`config.mk`:
```
export PLATFORM = sky130hd
export DESIGN_NAME = memory_responder_flat
export DESIGN_NICKNAME = d
export VERILOG_FILES = /design/src/rtl/memory_responder_if.sv /design/src/rtl/memory_responder.sv /design/src/flat_wrapper.sv
export SDC_FILE = /design/constraint.sdc
export NUM_CORES = 1
export LEC_CHECK = 0
export ABC_AREA = 1
export ABC_CLOCK_PERIOD_IN_PS = 2690
export CORE_AREA = 2 2 142 144
export CTS_CLUSTER_DIAMETER = 200
export DETAILED_ROUTE_END_ITERATION = 8
export DIE_AREA = 0 0 144 146
export GPL_TIMING_DRIVEN = 1
export PLACE_DENSITY_LB_ADDON = 0.25
export SYNTH_ARGS = -nofsm -noshare
export SYNTH_HDL_FRONTEND = slang
export SYNTH_SLANG_ARGS = --single-unit
```
`constraint.sdc`:
```
create_clock -name clk_i -period 2.69 [get_ports clk_i]
set_input_delay 0.538 -clock clk_i [delete_from_list [all_inputs] [get_ports clk_i]]
set_output_delay 0.538 -clock clk_i [all_outputs]
set_load 0.1 [all_outputs]
```
`src/rtl/memory_responder_if.sv`:
```
// Bundle of request-unit and RAM signals around memory_responder.
// slave: the responder's view; master: the requester/RAM environment's view.
interface memory_responder_if;
    logic        imemREN;
    logic [31:0] imemaddr;
    logic        dmemREN;
    logic        dmemWEN;
    logic [31:0] dmemaddr;
    logic [31:0] dmemstore;
    logic        ihit;
    logic        dhit;
    logic [31:0] imemload;
    logic [31:0] dmemload;
    logic        ramREN;
    logic        ramWEN;
    logic [31:0] ramaddr;
    logic [31:0] ramstore;
    logic [31:0] ramload;
    logic        ram_ready;
    logic        busy;
    logic        err;

    modport slave (
        input  imemREN, imemaddr, dmemREN, dmemWEN, dmemaddr, dmemstore,
        input  ramload, ram_ready,
        output ihit, dhit, imemload, dmemload,
        output ramREN, ramWEN, ramaddr, ramstore, busy, err
    );

    modport master (
        output imemREN, imemaddr, dmemREN, dmemWEN, dmemaddr, dmemstore,
        output ramload, ram_ready,
        input  ihit, dhit, imemload, dmemload,
        input  ramREN, ramWEN, ramaddr, ramstore, busy, err
    );
endinterface

```
`src/rtl/memory_responder.sv`:
```
// Single-ported RAM responder: arbitrates data (priority) and instruction requests,
// one transaction at a time. Define RESP_STATS_EN to add hit/error counters.
module memory_responder #(
    parameter int TIMEOUT = 255
) (
    input  logic                clk_i,
    input  logic                nrst_i,
    memory_responder_if.slave   bus_io
`ifdef RESP_STATS_EN
    ,
    output logic [31:0]         icount_o,
    output logic [31:0]         dcount_o,
    output logic [15:0]         errcount_o
`endif
);

    localparam logic [7:0]  WAIT_LAST    = 8'(TIMEOUT - 1);
    localparam logic [31:0] TIMEOUT_WORD = 32'hBAD1BAD1;

    typedef enum logic [2:0] {
        IDLE = 3'd0,
        DRD  = 3'd1,
        DWR  = 3'd2,
        IRD  = 3'd3,
        RESP = 3'd4
    } state_e;

    state_e      state_q;
    logic [31:0] addr_q;
    logic [31:0] store_q;
    logic        src_d_q;
    logic [7:0]  wait_q;
    logic        err_pend_q;
    logic        ramren_q;
    logic        ramwen_q;
    logic        ihit_q;
    logic        dhit_q;
    logic        err_q;
    logic        busy_q;
    logic [31:0] imemload_q;
    logic [31:0] dmemload_q;

    always_ff @(posedge clk_i or negedge nrst_i) begin
        if (!nrst_i) begin
            state_q    <= IDLE;
            addr_q     <= '0;
            store_q    <= '0;
            src_d_q    <= 1'b0;
            wait_q     <= '0;
            err_pend_q <= 1'b0;
            ramren_q   <= 1'b0;
            ramwen_q   <= 1'b0;
            ihit_q     <= 1'b0;
            dhit_q     <= 1'b0;
            err_q      <= 1'b0;
            busy_q     <= 1'b0;
            imemload_q <= '0;
            dmemload_q <= '0;
        end else begin
            ihit_q <= 1'b0;
            dhit_q <= 1'b0;
            err_q  <= 1'b0;
            unique case (state_q)
                IDLE: begin
                    wait_q <= '0;
                    if (bus_io.dmemWEN) begin
                        // A simultaneous read request is dropped and flagged as an error.
                        state_q    <= DWR;
                        ramwen_q   <= 1'b1;
                        busy_q     <= 1'b1;
                        addr_q     <= bus_io.dmemaddr;
                        store_q    <= bus_io.dmemstore;
                        src_d_q    <= 1'b1;
                        err_pend_q <= bus_io.dmemREN;
                    end else if (bus_io.dmemREN) begin
                        state_q    <= DRD;
                        ramren_q   <= 1'b1;
                        busy_q     <= 1'b1;
                        addr_q     <= bus_io.dmemaddr;
                        src_d_q    <= 1'b1;
                        err_pend_q <= 1'b0;
                    end else if (bus_io.imemREN) begin
                        state_q    <= IRD;
                        ramren_q   <= 1'b1;
                        busy_q     <= 1'b1;
                        addr_q     <= bus_io.imemaddr;
                        src_d_q    <= 1'b0;
                        err_pend_q <= 1'b0;
                    end
                end
                DRD, DWR, IRD: begin
                    // ram_ready wins over a timeout landing on the same edge.
                    if (bus_io.ram_ready || (wait_q == WAIT_LAST)) begin
                        state_q    <= RESP;
                        ramren_q   <= 1'b0;
                        ramwen_q   <= 1'b0;
                        ihit_q     <= ~src_d_q;
                        dhit_q     <= src_d_q;
                        err_q      <= err_pend_q | ~bus_io.ram_ready;
                        err_pend_q <= 1'b0;
                        if (!bus_io.ram_ready) begin
                            if (src_d_q) dmemload_q <= TIMEOUT_WORD;
                            else         imemload_q <= TIMEOUT_WORD;
                        end else if (state_q == IRD) begin
                            imemload_q <= bus_io.ramload;
                        end else if (state_q == DRD) begin
                            dmemload_q <= bus_io.ramload;
                        end
                    end else begin
                        wait_q <= wait_q + 8'd1;
                    end
                end
                RESP: begin
                    state_q <= IDLE;
                    busy_q  <= 1'b0;
                end
                default: begin
                    state_q  <= IDLE;
                    ramren_q <= 1'b0;
                    ramwen_q <= 1'b0;
                    busy_q   <= 1'b0;
                end
            endcase
        end
    end

    assign bus_io.ihit     = ihit_q;
    assign bus_io.dhit     = dhit_q;
    assign bus_io.err      = err_q;
    assign bus_io.busy     = busy_q;
    assign bus_io.ramREN   = ramren_q;
    assign bus_io.ramWEN   = ramwen_q;
    assign bus_io.ramaddr  = addr_q;
    assign bus_io.ramstore = store_q;
    assign bus_io.imemload = imemload_q;
    assign bus_io.dmemload = dmemload_q;

`ifdef RESP_STATS_EN
    logic [31:0] icount_q;
    logic [31:0] dcount_q;
    logic [15:0] errcount_q;

    // Counters follow the hit/err pulses and stick at all-ones.
    always_ff @(posedge clk_i or negedge nrst_i) begin
        if (!nrst_i) begin
            icount_q   <= '0;
            dcount_q   <= '0;
            errcount_q <= '0;
        end else begin
            if (ihit_q && (icount_q != '1))   icount_q   <= icount_q + 32'd1;
            if (dhit_q && (dcount_q != '1))   dcount_q   <= dcount_q + 32'd1;
            if (err_q  && (errcount_q != '1)) errcount_q <= errcount_q + 16'd1;
        end
    end

    assign icount_o   = icount_q;
    assign dcount_o   = dcount_q;
    assign errcount_o = errcount_q;
`endif

endmodule

```
`src/flat_wrapper.sv`:
```
// flat-port wrapper written by rule: the top's interface ports become plain ports
module memory_responder_flat 
#(
    parameter int TIMEOUT = 255
)
  (clk_i, nrst_i, bus_io_imemREN, bus_io_imemaddr, bus_io_dmemREN, bus_io_dmemWEN, bus_io_dmemaddr, bus_io_dmemstore, bus_io_ramload, bus_io_ram_ready, bus_io_ihit, bus_io_dhit, bus_io_imemload, bus_io_dmemload, bus_io_ramREN, bus_io_ramWEN, bus_io_ramaddr, bus_io_ramstore, bus_io_busy, bus_io_err);
  memory_responder_if bus_io_i ();
  input  logic clk_i;
  input  logic nrst_i;
  input wire logic [$bits(bus_io_i.imemREN)-1:0] bus_io_imemREN;
  input wire logic [$bits(bus_io_i.imemaddr)-1:0] bus_io_imemaddr;
  input wire logic [$bits(bus_io_i.dmemREN)-1:0] bus_io_dmemREN;
  input wire logic [$bits(bus_io_i.dmemWEN)-1:0] bus_io_dmemWEN;
  input wire logic [$bits(bus_io_i.dmemaddr)-1:0] bus_io_dmemaddr;
  input wire logic [$bits(bus_io_i.dmemstore)-1:0] bus_io_dmemstore;
  input wire logic [$bits(bus_io_i.ramload)-1:0] bus_io_ramload;
  input wire logic [$bits(bus_io_i.ram_ready)-1:0] bus_io_ram_ready;
  output wire logic [$bits(bus_io_i.ihit)-1:0] bus_io_ihit;
  output wire logic [$bits(bus_io_i.dhit)-1:0] bus_io_dhit;
  output wire logic [$bits(bus_io_i.imemload)-1:0] bus_io_imemload;
  output wire logic [$bits(bus_io_i.dmemload)-1:0] bus_io_dmemload;
  output wire logic [$bits(bus_io_i.ramREN)-1:0] bus_io_ramREN;
  output wire logic [$bits(bus_io_i.ramWEN)-1:0] bus_io_ramWEN;
  output wire logic [$bits(bus_io_i.ramaddr)-1:0] bus_io_ramaddr;
  output wire logic [$bits(bus_io_i.ramstore)-1:0] bus_io_ramstore;
  output wire logic [$bits(bus_io_i.busy)-1:0] bus_io_busy;
  output wire logic [$bits(bus_io_i.err)-1:0] bus_io_err;
  assign bus_io_i.imemREN = bus_io_imemREN;
  assign bus_io_i.imemaddr = bus_io_imemaddr;
  assign bus_io_i.dmemREN = bus_io_dmemREN;
  assign bus_io_i.dmemWEN = bus_io_dmemWEN;
  assign bus_io_i.dmemaddr = bus_io_dmemaddr;
  assign bus_io_i.dmemstore = bus_io_dmemstore;
  assign bus_io_i.ramload = bus_io_ramload;
  assign bus_io_i.ram_ready = bus_io_ram_ready;
  assign bus_io_ihit = bus_io_i.ihit;
  assign bus_io_dhit = bus_io_i.dhit;
  assign bus_io_imemload = bus_io_i.imemload;
  assign bus_io_dmemload = bus_io_i.dmemload;
  assign bus_io_ramREN = bus_io_i.ramREN;
  assign bus_io_ramWEN = bus_io_i.ramWEN;
  assign bus_io_ramaddr = bus_io_i.ramaddr;
  assign bus_io_ramstore = bus_io_i.ramstore;
  assign bus_io_busy = bus_io_i.busy;
  assign bus_io_err = bus_io_i.err;
  memory_responder #(.TIMEOUT(TIMEOUT)) u_core (.clk_i(clk_i), .nrst_i(nrst_i), .bus_io(bus_io_i));
endmodule
```
==> metrics.md, run 1 <==
| Metric | Value |
|---|---|
| Port buffer count | 267 |
| Slowest cell on crit path | clkdlybuf4s50_1 |
| Synth top cells by count | nand2_1 (234), dfrtp_1 (147), nor2_1 (65), nand3_1 (48), inv_1 (45) |
| CTS buffer count | 17 |
| Run status | finished, final reports clean |
| Worst Hold Class | in -> async |
| Cells after Synth | 767 |
| Slew @ Worst Pin | 685.9 ps |
| Min cycle time layout | 1961 ps |
| Drt wl/cell | 15.08 microns |
| Synth cell types | 26 |
| Hold buffers post-CTS | 0 |
| Worst setup EP type | flip-flop |
| Crit path DAT | 2320 ps |
| Post-DP HPWL | 13910 microns |
| Fin crit share | 0.7292 |
| Top FF cell, synth | dfrtp_1 |
| FFs w/ async S/R, synth | 1.000 |
| Worst setup path start | bus_io_ram_ready |
| Maxcap violations | 0 |
| Clk buf depth | 2 |
| Drc violations | 0 |
| Initial antenna violation count | 0 |
| CP max stage delay | approximately 630 ps |
| Final ANT Viol Nets | 0 |
| TNS Setup | 0 ps |
| Share of cells above drive strength 1 | 0.2452 |
| Post-Syn Area per Cell | between 8 and 9 sq um |
| Sinks on Clock Net | 147 |
| Die footprint | 21020 sq um |
| Required time of the critical path | 3050 ps |
| Die H | 146 microns |
| Synthesized net count | 903 |
| Crit path depth | 6 |
| Total GRT Usage | 0.1884 |
| Delay-heaviest family, CP | buffers and inverters |
| Largest cells by area after synthesis | dfrtp_1 (55%), nand2_1 (13%), o21ai_2 (4.3%) |
| Critical path destination | u_core.wait_q[0]$_DFFE_PN0P_ |
| Antenna cells | 0 |
| Global route overflow | 0 |
| Top-count cell post-synth | nand2_1 |
| Vias/cell | around 4.7 |
| Cell area after synthesis | 6718 sq um |
| CP cell instances | clkdlybuf4s50_1 > inv_2 > nand3_2 > nand2_1 > nand3_1 > nand2_1 |
| Final Skew | 9.345 ps |
| Slew HR | 0.5427 |
| FILL cells | 1859 |
| Area share of the largest cell type after synthesis | 0.5476 |
| FF-to-FF Start | u_core.state_q[0]$_DFFE_PN0P_ |
| Share of the core filled with cells | 0.5109 |
| EDFF count, synth | 0 |
| Number of synthesis warnings | 0 |
| R2r setup slk | between 800 and 900 ps |
| Clock Latency Late Sink | 430 ps |
| I/O pin total | 268 |
| CP Buf/Inv Count | 2 |
| Critical Path Start Type | primary input |
| Quantity of gates resized following cts | 0 |
| First-pass GRT wire length | 31350 microns |
| Root buf cell | clkbuf_16 |
| Fmax | 0.5098 GHz |
| Core ar. | 19330 sq um |
| CTS H-tree lvls | 4 |
| Final Max Tran Viols | 0 |
| Initial core utilization | 0.3474 |
| Nets | roughly 1200 |
| Worst-path clk slew | 60 ps |
| Synth Register Bits | approximately 150 |
| Largest net degree at the start of global routing | 65 |
| Post-synth top area cell | dfrtp_1 |
| Final hold viol count | 0 |
| RR Endpoint | u_core.bus_io.imemload[11]$_DFFE_PN0P_ |
| Postcts setup bufs | 0 |
| CP max FO | 16 |
| RSZ-0062 raised after global routing | false |
| Sequential area share after synthesis | 0.5476 |
| Worst r2r path cells | 7 |
| WS Path Type | in -> reg |
| 1st-iter DRT viols | 313 |
| # rows | between 50 and 60 |
| Via count | 6087 |
| Routed Wire Length | 19560 microns |
| Most frequent CP cell | nand2_1 |
| CTS tree | yes |
| Vias in the first global route | between 5000 and 6000 |
| Die Width | 144 microns |
| Area grow syn2layout | 47.05% |
| Drt pass-1 iters | 4 |
| Final GP Congestion | roughly 0.8 |
| Final setup viols | 0 |
area by class of cell:
| class | count | area (sq um) | share of cell area |
|---|---|---|---|
| multi-input cells | 521 | 2581 | 0.2613 |
| clock inverters | 15 | 166.4 | 0.01685 |
| flip-flops and latches | 147 | 3679 | 0.3724 |
| repair buffers | 285 | 2519 | 0.2550 |
| clock buffers | 17 | 425.4 | 0.04307 |
| inverters | 47 | 176.4 | 0.01786 |
| well taps | 265 | 331.6 | 0.03357 |
per-stage QoR:
stage	hold slack (ps)	instances	worst slack, ps	cell area, sq um
6_report	51.53	1297	728.5	9878
3_3_place_gp	455.2	1265	353.9	9286
4_1_cts	77.59	1297	730.2	9878
3_5_place_dp	459.4	1265	294.9	9286
2_1_floorplan	242.4	767	1144	6718
5_1_grt	84.67	1297	544.1	9878
logic make-up after synthesis:
family                   count (synthesis)  synth area share
AO/OA/AOI/OAI                           73           0.08512
XOR/XNOR                                 2          0.002608
adder cells (fa/ha/maj)                  2          0.003724
buffers and inverters                   99           0.06891
flip-flops                             147            0.5476
AND/OR/NAND/NOR                        444            0.2920
registers in the layout, summed over array words and instances, names as in the netlist:
signal / count
u_core.bus_io.dmemload: 32
u_core.bus_io.imemload: 32
u_core.bus_io.ramaddr: 32
u_core.bus_io.ramstore: 32
u_core.wait_q: 8
u_core.state_q: 3
u_core.bus_io.busy: 1
u_core.bus_io.dhit: 1
u_core.bus_io.err: 1
u_core.bus_io.ihit: 1
u_core.bus_io.ramREN: 1
u_core.bus_io.ramWEN: 1
u_core.err_pend_q: 1
u_core.src_d_q: 1
worst min path at each step:
stage / from / endpoint / slack [ps]
after floorplan: nrst_i / u_core.bus_io.busy$_DFFE_PN0P_ / 240
after global placement: u_core.bus_io.ramstore[6]$_DFFE_PN0P_ / u_core.bus_io.ramstore[6]$_DFFE_PN0P_ / 460
after detailed placement: u_core.bus_io.ramstore[19]$_DFFE_PN0P_ / u_core.bus_io.ramstore[19]$_DFFE_PN0P_ / 460
after CTS: nrst_i / u_core.bus_io.imemload[23]$_DFFE_PN0P_ / 80
after global routing: nrst_i / u_core.bus_io.imemload[23]$_DFFE_PN0P_ / 80
final: nrst_i / u_core.bus_io.imemload[23]$_DFFE_PN0P_ / 50
cell usage in the layout, fill, tap and decap left out, types with 2 or more instances in the layout:
cell type and n:
ha_1 2, inv_1 45, inv_8 4, nand2_2 23
o21ai_1 2, nand4_1 34, nor3_1 33, nor2_1 64
dfrtp_1 147, nand2_1 233, o21ai_0 5, nand3_2 2
nor2_2 3, nand3_1 48, clkinv_4 4, buf_4 148
inv_6 4, clkdlybuf4s50_1 131, xor2_1 2, nor2_4 2
o21ai_2 33, inv_2 2, buf_12 4, o31ai_1 32
clkbuf_16 17
routing by layer:
layer  part of all wire  vias up  global-route usage
met5                  0        -                   0
met4              0.015        0             0.05490
met3              0.082       18             0.06219
met2               0.45      230              0.2957
met1               0.45     2825              0.2480
li1                   -     3014                   -
Power of run 1 is left out: the tool's default activity adds up to more than one toggle a clock period on the data nets, which glitch-free logic cannot reach.
==> run 2, diff against run 1 <==
--- a/config.mk
+++ b/config.mk
@@ -6,7 +6,7 @@
 export NUM_CORES = 1
 export LEC_CHECK = 0
 export ABC_AREA = 1
-export ABC_CLOCK_PERIOD_IN_PS = 2690
+export ABC_CLOCK_PERIOD_IN_PS = 1800
 export CORE_AREA = 2 2 142 144
 export CTS_CLUSTER_DIAMETER = 200
 export DETAILED_ROUTE_END_ITERATION = 8
==> constraint.sdc (replaced) <==
create_clock -name clk_i -period 1.8 [get_ports clk_i]
set_input_delay 0.36 -clock clk_i [delete_from_list [all_inputs] [get_ports clk_i]]
set_output_delay 0.36 -clock clk_i [all_outputs]
set_load 0.1 [all_outputs]
==> run 2 against run 1 <==
Cell count rose by 2.9%. Sequential share of layout area shrank 6.3 points. Non-clock buffer count grew 37. Cell area rose by 20%. Critical endpoint is now u_core.bus_io.imemload[30]$_DFFE_PN0P_. Utilization is 10 points higher. Worst hold slack gained 340 ps. Global-route usage increased by 1.5 points. Clock skew fell by 0.77 ps. Die area is the same. First-iteration DRC count is the same.
==> metrics.md, run 2 (synthesis gave the netlist of run 1 again) <==
| Metric | Value |
|---|---|
| Final GP Congestion | 0.7908 (-2.1%) |
| FILL cells | 1603 (-14%) |
| Port buffer count | 267 (unchanged) |
| CTS tree | yes |
| R2r setup slk | 220 ps (-640 ps) |
| Drc violations | 0 (unchanged) |
| Maxcap violations | 0 (unchanged) |
| Share of the core filled with cells | 0.6148 (+0.1039) |
| Die Width | 144 microns (unchanged) |
| Required time of the critical path | 2160 ps (-890 ps) |
| I/O pin total | 268 (unchanged) |
| Final setup viols | 0 (unchanged) |
| Most frequent cells in the layout | nand2_1 (233), dfrtp_1 (147), buf_12 (143) |
| Post-DP HPWL | 15140 microns (+8.8%) |
| Clk buf depth | 2 (unchanged) |
| Final Max Tran Viols | 0 (unchanged) |
| Routed Wire Length | 20640 microns (+5.6%) |
| Antenna cells | 0 (unchanged) |
| Worst hold slack | 394.5 ps (+343.0 ps) |
| Die H | 146 microns (unchanged) |
| Worst r2r path cells | 9 (+2) |
| Sinks on Clock Net | 147 (unchanged) |
| Initial antenna violation count | 0 (unchanged) |
| Final ANT Viol Nets | 0 (unchanged) |
| Clock Latency Late Sink | 420 ps (about the same) |
| # rows | 51 (unchanged) |
| Worst Hold Class | in -> async |
| 1st-iter DRT viols | 313 (unchanged) |
| Delay-heaviest family, CP | simple AND/OR/NAND/NOR gates |
| Run status | finished, final reports clean |
| Final worst slack | 216.6 ps (-512.0 ps) |
| Total GRT Usage | 0.2031 (+0.01469) |
| CP Buf/Inv Count | 2 (unchanged) |
| Share of cells above drive strength 1 | 0.2703 (+0.02519) |
| Worst slack, placed | 3.877 ps (-291.0 ps) |
| Reg area | 3679 sq um (unchanged) |
| CTS H-tree lvls | 4 (unchanged) |
| Global route overflow | 0 (unchanged) |
| Fmax | 0.6315 GHz |
| Fin crit share | 0.8797 |
| Worst-path clk slew | 60 ps (about the same) |
| Slowest cell on crit path | dfrtp_1 |
| CP max FO | 21 (+5) |
| Final hold viol count | 0 (unchanged) |
| Drt pass-1 iters | 4 (unchanged) |
| CP cell instances | inv_1 > ha_1 > nand2_1 > nor2_1 > nand2_2 > nand2_4 > buf_4 > nand4_1 > nand2_1 |
| Area of the multi-input gates | 2581 sq um (unchanged) |
| First-pass GRT wire length | 33570 microns (+7.1%) |
| Slew HR | 0.7469 (+0.2042) |
| WS Path Type | reg -> reg |
| TNS Setup | 0 ps (unchanged) |
| Commonest non-fill, non-tap cell in the layout | nand2_1 |
| RR Endpoint | u_core.bus_io.imemload[30]$_DFFE_PN0P_ |
| Worst setup EP type | flip-flop |
| Largest net degree at the start of global routing | 58 (-11%) |
| CP max stage delay | 410 ps (-220 ps) |
| CTS buffer count | 17 (unchanged) |
| Nets | 1192 (+3.2%) |
| Core ar. | 19330 sq um (unchanged) |
| Slew @ Worst Pin | 376.8 ps (-309.1 ps) |
| Root buf cell | clkbuf_16 |
| FF-to-FF Start | u_core.wait_q[0]$_DFFE_PN0P_ |
| Die footprint | 21020 sq um (unchanged) |
| Area grow syn2layout | 76.96% |
| Critical Path Start Type | flip-flop |
| Vias in the first global route | 6291 (+6.0%) |
| Crit path DAT | 1940 ps (-380 ps) |
| Min cycle time layout | 1583 ps |
| Final Skew | 8.578 ps (-0.7671 ps) |
| Drt wl/cell | 15.48 microns (+2.6%) |
| Via count | 6345 (+4.2%) |
| Initial core utilization | 0.3474 (unchanged) |
| RSZ-0062 raised after global routing | false |
| Vias/cell | 4.756 (+1.3%) |
| Most frequent CP cell | nand2_1 |
## run 2: through the flow
stage | cells | area [sq um]
2_1_floorplan | 767 | 6718
3_3_place_gp | 1301 | 11300
3_5_place_dp | 1301 | 11300
4_1_cts | 1334 | 11890
5_1_grt | 1334 | 11890
6_report | 1334 | 11890
## run 2: final cells by class
class                           instances  area share
Sequential cell                       147      0.3094
Clock buffer                           17     0.03579
Multi-Input combinational cell        521      0.2171
Clock inverter                         15     0.01316
Tap cell                              265     0.02789
Inverter                               47     0.01484
Timing Repair Buffer                  322      0.3817
## run 2: worst max-delay path by stage
| stage | startpoint | endpoint | slack, ps | cells past startpoint |
|---|---|---|---|---|
| floorplan | u_core.wait_q[0]$_DFFE_PN0P_ | u_core.bus_io.dmemload[0]$_DFFE_PN0P_ | 320 | 10 |
| global placement | bus_io_ram_ready | u_core.bus_io.dmemload[13]$_DFFE_PN0P_ | 40 | 8 |
| detailed placement | bus_io_ram_ready | u_core.bus_io.dmemload[16]$_DFFE_PN0P_ | 4 | 8 |
| CTS | u_core.state_q[1]$_DFFE_PN0P_ | u_core.wait_q[0]$_DFFE_PN0P_ | 200 | 7 |
| global route | u_core.state_q[1]$_DFFE_PN0P_ | u_core.wait_q[0]$_DFFE_PN0P_ | 20 | 7 |
| finish | u_core.wait_q[0]$_DFFE_PN0P_ | u_core.bus_io.imemload[30]$_DFFE_PN0P_ | 220 | 9 |
## run 2: routing by layer
layer / vias up / share of wire / global-route usage
met5: - / 0 / 0
met4: 0 / 0.016 / 0.05441
met3: 23 / 0.10 / 0.08259
met2: 249 / 0.47 / 0.3221
met1: 2981 / 0.41 / 0.2568
li1: 3092 / - / -
## run 2: repair_timing
item	4_1_cts	5_1_grt
endpoints found under the hold margin	29	0
hold buffers	1	0
setup buffers	0	0
gates resized for setup	0	0
Power of run 2 is left out for the same reason.
